## config.mk

```make
export PLATFORM = sky130hd
export DESIGN_NAME = maple_rx_buffer
export DESIGN_NICKNAME = d
export VERILOG_FILES = /design/src/rtl/maple_rx_buffer.sv
export SDC_FILE = /design/constraint.sdc
export NUM_CORES = 2
export LEC_CHECK = 0
export CORE_MARGIN = 4
export CORE_UTILIZATION = 25
export DETAILED_ROUTE_END_ITERATION = 6
export HOLD_SLACK_MARGIN = 0.05
export PLACE_DENSITY = 0.44
export SYNTH_ARGS = -nofsm -noshare
export SYNTH_HDL_FRONTEND = slang
export SYNTH_SLANG_ARGS = --single-unit
```

## constraint.sdc

```tcl
create_clock -name clk -period 5.75 [get_ports clk]
set_input_delay 1.725 -clock clk [delete_from_list [all_inputs] [get_ports clk]]
set_output_delay 1.725 -clock clk [all_outputs]
set_load 0.02 [all_outputs]
```

## src/rtl/maple_rx_buffer.sv

```systemverilog
// maple_rx_buffer: receive-side frame FIFO for the Maple deserialiser with
// frame length, XOR checksum and overflow tracking on an FWFT read port.
module maple_rx_buffer #(
  parameter int ADDR_W = 8,
  parameter int LEN_W  = 10
) (
  input  logic              clk,
  input  logic              rst_n,
  input  logic              clear,
  input  logic [7:0]        in_data,
  input  logic              in_produce,
  input  logic              in_start,
  input  logic              in_end,
  input  logic              rd_en,
  output logic [7:0]        rd_data,
  output logic              empty,
  output logic              full,
  output logic [ADDR_W:0]   level,
  output logic              pkt_busy,
  output logic              pkt_done,
  output logic [LEN_W-1:0]  pkt_len,
  output logic              checksum_ok,
  output logic              overflow
);
  localparam logic [1:0] IDLE = 2'd0;
  localparam logic [1:0] RECV = 2'd1;
  localparam logic [1:0] DONE = 2'd2;
  localparam logic [ADDR_W:0] DEPTH = {1'b1, {ADDR_W{1'b0}}};

  logic [1:0]        state_q, state_d;
  logic              start_prev_q, start_prev_d, end_prev_q, end_prev_d;
  logic [ADDR_W-1:0] wr_ptr_q, wr_ptr_d, rd_ptr_q, rd_ptr_d;
  logic [ADDR_W:0]   level_q, level_d;
  logic              empty_q, empty_d, full_q, full_d;
  logic [LEN_W-1:0]  cnt_q, cnt_d, cnt_nx, len_q, len_d;
  logic [7:0]        xor_q, xor_d, xor_nx;
  logic              done_q, done_d, ck_q, ck_d, ovf_q, ovf_d;
  logic [7:0]        mem_q [2**ADDR_W];
  logic              start_edge, end_edge, recv, byte_in, do_wr, do_rd, mem_we;

  assign start_edge = in_start & ~start_prev_q;
  assign end_edge   = in_end & ~end_prev_q;
  assign recv       = state_q == RECV;
  assign byte_in    = in_produce & recv & ~start_edge;
  // A full FIFO still accepts a byte when the head is popped in the same cycle.
  assign do_wr      = byte_in & (~full_q | rd_en);
  assign do_rd      = rd_en & ~empty_q;
  assign mem_we     = do_wr & ~clear;
  assign cnt_nx     = byte_in ? (cnt_q == '1 ? cnt_q : cnt_q + 1'b1) : cnt_q;
  assign xor_nx     = byte_in ? xor_q ^ in_data : xor_q;

  always_comb begin
    state_d      = state_q;
    start_prev_d = in_start;
    end_prev_d   = in_end;
    wr_ptr_d     = wr_ptr_q + ADDR_W'(do_wr);
    rd_ptr_d     = rd_ptr_q + ADDR_W'(do_rd);
    level_d      = level_q + (ADDR_W+1)'(do_wr) - (ADDR_W+1)'(do_rd);
    cnt_d        = cnt_nx;
    xor_d        = xor_nx;
    len_d        = len_q;
    done_d       = done_q;
    ck_d         = ck_q;
    ovf_d        = ovf_q | (byte_in & ~do_wr);
    if (clear) begin
      state_d      = IDLE;
      start_prev_d = 1'b0;
      end_prev_d   = 1'b0;
      wr_ptr_d     = '0;
      rd_ptr_d     = '0;
      level_d      = '0;
      cnt_d        = '0;
      xor_d        = '0;
      len_d        = '0;
      done_d       = 1'b0;
      ck_d         = 1'b0;
      ovf_d        = 1'b0;
    end else if (start_edge) begin
      state_d  = RECV;
      wr_ptr_d = '0;
      rd_ptr_d = '0;
      level_d  = '0;
      cnt_d    = '0;
      xor_d    = '0;
      done_d   = 1'b0;
      ck_d     = 1'b0;
      ovf_d    = 1'b0;
    end else if (recv && end_edge) begin
      state_d = DONE;
      len_d   = cnt_nx;
      ck_d    = (xor_nx == 8'd0) && (cnt_nx != '0);
      done_d  = 1'b1;
    end
    empty_d = level_d == '0;
    full_d  = level_d == DEPTH;
  end

  always_ff @(posedge clk or negedge rst_n) begin
    if (!rst_n) begin
      state_q      <= IDLE;
      start_prev_q <= 1'b0;
      end_prev_q   <= 1'b0;
      wr_ptr_q     <= '0;
      rd_ptr_q     <= '0;
      level_q      <= '0;
      empty_q      <= 1'b1;
      full_q       <= 1'b0;
      cnt_q        <= '0;
      xor_q        <= '0;
      len_q        <= '0;
      done_q       <= 1'b0;
      ck_q         <= 1'b0;
      ovf_q        <= 1'b0;
    end else begin
      state_q      <= state_d;
      start_prev_q <= start_prev_d;
      end_prev_q   <= end_prev_d;
      wr_ptr_q     <= wr_ptr_d;
      rd_ptr_q     <= rd_ptr_d;
      level_q      <= level_d;
      empty_q      <= empty_d;
      full_q       <= full_d;
      cnt_q        <= cnt_d;
      xor_q        <= xor_d;
      len_q        <= len_d;
      done_q       <= done_d;
      ck_q         <= ck_d;
      ovf_q        <= ovf_d;
    end
  end

  always_ff @(posedge clk) begin
    if (mem_we) mem_q[wr_ptr_q] <= in_data;
  end

  assign rd_data     = mem_q[rd_ptr_q];
  assign empty       = empty_q;
  assign full        = full_q;
  assign level       = level_q;
  assign pkt_busy    = recv;
  assign pkt_done    = done_q;
  assign pkt_len     = len_q;
  assign checksum_ok = ck_q;
  assign overflow    = ovf_q;
endmodule

```

# After elaboration in Yosys (flattened, before gate mapping)

Memory sizes are Yosys's and may differ from the RTL's.
Index checks and enable logic that the tools add are counted.

Add/subtract/negate cells: 5
Eq/ne operators: 4
Mux-type cells: 31
Bitwise gates (word level): 18
Reduce and logical (&&, ||, !) cells: 8

Operators with widths:

| cell                                                 | count |
|---|---|
| 2-to-1 mux 10 bit                                    | 7 |
| 2-to-1 mux 8 bit                                     | 7 |
| 2-to-1 mux 9 bit                                     | 2 |
| adder 8 x 1 -> 8 bit                                 | 2 |
| 2-to-1 mux 1 bit                                     | 12 |
| adder 10 x 1 -> 10 bit (second input constant)       | 1 |
| equality test 10 bit (second input constant)         | 1 |
| nonzero test 10 bit                                  | 1 |
| adder 9 x 1 -> 9 bit                                 | 1 |
| equality test 9 bit (second input constant)          | 1 |
| logical NOT 9 bit                                    | 1 |
| subtractor 9 x 1 -> 9 bit                            | 1 |
| AND 1 bit                                            | 8 |
| logical NOT 8 bit                                    | 1 |
| XOR 8 bit                                            | 1 |
| inverter 1 bit                                       | 7 |
| 2-to-1 mux 2 bit                                     | 3 |
| nonzero test 3 bit                                   | 1 |
| equality test 2 x 1 -> 1 bit (second input constant) | 1 |
| logical AND 1 bit                                    | 2 |
| inequality test 2 bit (second input constant)        | 1 |
| OR 1 bit                                             | 2 |
| AND reduction 2 bit                                  | 1 |
| nonzero test 2 bit                                   | 1 |

Register bits: 62
RAM bits: 2048
Input port bits: 15
Output and inout bits: 33
Word-level logic and storage cells: 81
Memories: 1

Memory list:

| memory | depth | width | rd ports | clocked after Yosys merged registers in | write ports | line | text |
|---|---|---|---|---|---|---|---|
| mem_q  | 256   | 8     | 1        | 0                                       | 1           | 38   | `logic [7:0] mem_q [2**ADDR_W];` |

# Logic depth before layout (Yosys ltp)

Depth in word-level cells: 10
Mapped depth: 13
Mapped depth without buffers: 13

# Worst setup path after synthesis

Ideal clock, no wire load.

Kind: input to register
From: input in_start
To: register full_q (netlist: full)
Setup time: 88 ps
Arrival time: 4513 ps
Required time: 5662 ps
Slack: 1148 ps
Cell stages on the path: 13
Buffers on the path: 0
Cell sequence: nand2b_1 -> nand4_1 -> ha_1 -> inv_1 -> ha_1 -> fa_1 -> a21o_1 -> a21oi_1 -> o21bai_1 -> a2111oi_0 -> nor4_1 -> nor3b_1 -> nor3b_1

Longest elaborated chain between the ends: 9

RTL lines:

| element                   | line | text |
|---|---|---|
| start, declared           | 12   | `input logic in_start,` |
| AND 1 bit *               | 41   | `assign start_edge = in_start & ~start_prev_q;` |
| inverter 1 bit            | 44   | `assign byte_in = in_produce & recv & ~start_edge;` |
| AND 1 bit                 | 44   |  |
| AND 1 bit                 | 46   | `assign do_wr = byte_in & (~full_q \| rd_en);` |
| adder 9 x 1 -> 9 bit      | 58   | `level_d = level_q + (ADDR_W+1)'(do_wr) - (ADDR_W+1)'(do_rd);` |
| subtractor 9 x 1 -> 9 bit | 58   |  |
| 2-to-1 mux 9 bit *        | 78   | `end else if (start_edge) begin` |
| 2-to-1 mux 9 bit *        | 65   | `if (clear) begin` |
| via level_d[8]            | 33   | `logic [ADDR_W:0] level_q, level_d;` |
| equality test 9 bit *     | 95   | `full_d = level_d == DEPTH;` |
| via full_d                | 34   | `logic empty_q, empty_d, full_q, full_d;` |
| end signal, assigned      | 122  | `full_q <= full_d;` |
| end, declared             | 34   |  |

The timed path passes the listed nets; every way through them passes the cells marked *.
A chain may end at the register's enable or synchronous reset.

# Worst setup path after layout

From: register rd_ptr_q[0]
To: output rd_data[5]

Longest elaborated chain between the ends: 1

RTL lines:

| element                   | line | text |
|---|---|---|
| start, declared           | 32   | `logic [ADDR_W-1:0] wr_ptr_q, wr_ptr_d, rd_ptr_q, rd_ptr_d;` |
| start signal, assigned    | 119  | `rd_ptr_q <= rd_ptr_d;` |
| memory read (256 x 8 bit) | n/a  |  |
| end, declared             | 15   | `output logic [7:0] rd_data,` |

Every way passes these cells.

==> impl_metrics.json <==
{
  "status": "finished clean",
  "crit_slowest_cell": "dfrtp_4",
  "crit_fanout": 8,
  "synth_commonest_cells": "edfxtp_1, mux4_2, nor2_1",
  "layout-drive-gt1-share_pct": 32.44,
  "swShare_pct": 22.34,
  "timing.setup.tns_ns": 0,
  "synth.area.top_cells": "edfxtp_1, mux4_2, dfrtp_1, nor2_1, mux2i_1",
  "finalMaxSlewViolations": 0,
  "num_vias": 39350,
  "seqCellArea_um2": 63040,
  "fillers": 31861,
  "grt_pass1_wl_um": 323400,
  "yosysMostFrequentCell": "edfxtp_1",
  "synth_xor_area_share_pct": 0.3620,
  "holdCritPathClass": "reg2reg",
  "wl_per_cell_um": 26.09,
  "final_cells": 8700,
  "port-buffer-count": 47,
  "maxCapViolCount": 0,
  "power_mw": 33.55,
  "cp-startpoint": "rd_ptr_q[0]$_DFF_PN0_",
  "synth_fa_ha_area_share_pct": 0.2373,
  "die_w_um": 581.6,
  "fin_area_um2": 98850,
  "grt_usage_pct": 13.19,
  "max-slew-margin-rel_pct": 27.81,
  "syn_area_per_cell_um2": 22.10,
  "cts_made_buffers": 227,
  "timing.final.hold_violations": 0,
  "synthSimpleGateAreaFrac_pct": 2.596,
  "synth.area.mux_share_pct": 17.32,
  "rows": 210,
  "synth_top_area_cell": "edfxtp_1",
  "place_area_um2": 89900,
  "die_y_um": 581.6,
  "synth_nets": 3753,
  "pwr-share-comb_pct": 7.8,
  "syn_inst": 3723,
  "start_util_pct": 25.13,
  "final_util_pct": 30.19,
  "internal-power_mw": 26.05,
  "synth-edff-count": 2048,
  "synth_cell_type_count": 58,
  "grt_pass1_vias": 41276,
  "synthArstFlopShare_pct": 2.892,
  "synth_top_family_by_area": "multiplexers",
  "drt_iter0_drc": 3647,
  "cts_max_level": 4,
  "crit_chain": "buf_12, buf_16, buf_16, buf_4, buf_8, mux4_2, mux4_2, a22oi_2, a22o_1, a211oi_4, buf_4",
  "routabilityCongestion": 0.7655,
  "coreArea_um2": 327400,
  "clockBufferDepth": 3,
  "yosysWarnings": 0,
  "insertion_delay_ns": 0.87,
  "fmax_ghz": 0.1771,
  "rsz0062_at_grt": "true",
  "drc": 0,
  "startpoint_type": "register",
  "p_clk_share_pct": 41.8,
  "ys_seq_elements": 2109,
  "switching_power_mw": 7.494,
  "antenna_found_initial": 7,
  "skew_ns": 0.07693,
  "dp_hpwl_um": 137200,
  "gr-total-overflow": 0,
  "dieArea_um2": 338300,
  "multi_input_area_um2": 18610,
  "routed_via_density": 4.523,
  "rr_startpoint": "state_q[1]$_DFFE_PN0P_",
  "pin_count": 48,
  "min_period_over_period_pct": 98.21,
  "cts_sinks": 2109,
  "setup_violations": 0,
  "area_growth_pct": 20.16,
  "synthesis.area_um2": 82270,
  "pwr-share-seq_pct": 50.4,
  "synth_ff_type": "edfxtp_1",
  "synth_compound_area_share_pct": 1.407,
  "root_buffer": "clkbuf_16",
  "grt_max_degree": 158,
  "synth_seq_area_share_pct": 76.61,
  "cts_tree": "yes",
  "tightest_slew_ns": 1.079,
  "max_stage_delay_ns": 0.51,
  "crit_required_ns": 4.03,
  "hold_path.startpoint": "state_q[0]$_DFFE_PN0P_",
  "postRouteAntennaNets": 0,
  "totalWireLength_um": 227000,
  "worstSetupPathType": "reg2out",
  "endpoint_kind": "output port",
  "worstPathArrival_ns": 3.92,
  "yosysTopAreaCellShare_pct": 74.76,
  "clk_pin_slew_ns": 0.06,
  "layout.nets": 4205,
  "power.leakage_nw": 30.33,
  "firstDrtPassIters": 7,
  "dp.cells": 8217,
  "ir_drop_mv": 0.2880,
  "power_density_nw_per_um2": 339.4,
  "layout_min_cycle_time_ns": 5.647
}
[sequential cells by signal (all words and copies together), names as in the netlist]
signal / flops
pkt_len: 10
xor_q: 8
level: 9
state_q: 2
end_prev_q: 1
empty: 1
cnt_q: 10
mem_q: 2048
checksum_ok: 1
overflow: 1
rd_ptr_q: 8
full: 1
start_prev_q: 1
wr_ptr_q: 8
[cells by family (layout without fill, tap and decap cells)]
| logic type | after synthesis | after routing |
|---|---|---|
| muxes | 675 | 675 |
| buffers and inverters | 223 | 853 |
| xor gates and xnor gates | 34 | 34 |
| and+or+nand+nor | 503 | 503 |
| DFF | 2109 | 2109 |
| other | 0 | 1 |
| adders and majority gates | 15 | 15 |
| AOI/OAI and AO/OA | 164 | 164 |
[per-stage QoR]
| stage | worst slack, ns | hold WS [ns] |
|---|---|---|
| final | 0.1028 | 0.4938 |
| after global placement | 0.01709 | 0.4727 |
| after detailed placement | 0.1946 | 0.4778 |
| after global routing | -0.006092 | 0.5210 |
| after floorplan | 1.148 | 0.4562 |
| after CTS | -0.08965 | 0.4958 |
[final timing paths]
kind	end	slack, ns	cells after the start
worst max-delay path	rd_data[5]	0.10	11
worst min-delay path	state_q[0]$_DFFE_PN0P_	0.49	1
worst max register to register	full$_DFF_PN0_	2.09	13
worst min register to register	state_q[0]$_DFFE_PN0P_	0.49	1
max in group asynchronous	rd_ptr_q[3]$_DFF_PN0_	3.77	2
min in group asynchronous	level[1]$_DFF_PN0_	0.95	1
[critical path: cells and delay by family, from the launching register on]
family | cells | cell delay [ns]
AO/OA/AOI/OAI | 3 | 0.59
flip-flops | 1 | 0.51
multiplexers | 2 | 0.96
buffers and inverters | 6 | 0.97
[per-layer routing]
metal / vias to the layer above / global-route usage [%] / routed length [um]
li1: 16546 / - / -
met1: 21525 / 18.80 / 102700
met2: 1019 / 21.19 / 108300
met5: - / 0 / 0
met4: 0 / 3.278 / 5313
met3: 260 / 1.920 / 10660
[layout make-up]
cell class                 count  area share, %
sequential                  2109          63.77
multi-input combinational   1391          18.83
clock buffer                 295          6.066
tap                         4346          5.501
timing repair buffer         431          4.624
clock inverter               112          1.143
inverter                      15        0.06455
antenna                        1       0.002532
[cells in the final DEF (no fill, tap or decap), drive strengths merged, types with 11 or more instances in the layout]
cell type      Yosys  final
o21ai             16     16
dfrtp             60     60
bufinv             0     12
nor2             310    310
o22ai             32     32
and2              14     14
a21oi             11     11
clkbuf            87    296
clkinv             0     91
mux4             598    598
nand2             85     85
a22oi             31     31
mux2i             72     72
a22o              12     12
xnor2             13     13
edfxtp          2048   2048
nand3             18     18
nor3              20     20
buf              121    396
xor2              21     21
clkdlybuf4s50      0     30
inv               15     20
a211oi            30     30
nor2b             18     18
ha                14     14
[power by group through the flow]
stage          sequential, mW  clock [mW]  combinational, mW
3_5_place_dp             17.2           0               2.32
6_report                 16.9        14.0               2.62
3_3_place_gp             17.2           0               2.32
4_1_cts                  16.9        14.4               2.66
2_1_floorplan            17.3           0               1.42
5_1_grt                  16.9        15.1               2.80
[what timing repair did]
item,CTS,global route
hold buffers,0,0
endpoints found under the setup margin,8,7
cloned,15,1
gates resized for setup,143,20
hold endpoints to repair,0,0
pin swaps,25,18
buffers inserted,48,13
Power figures use the tool's default switching activity.
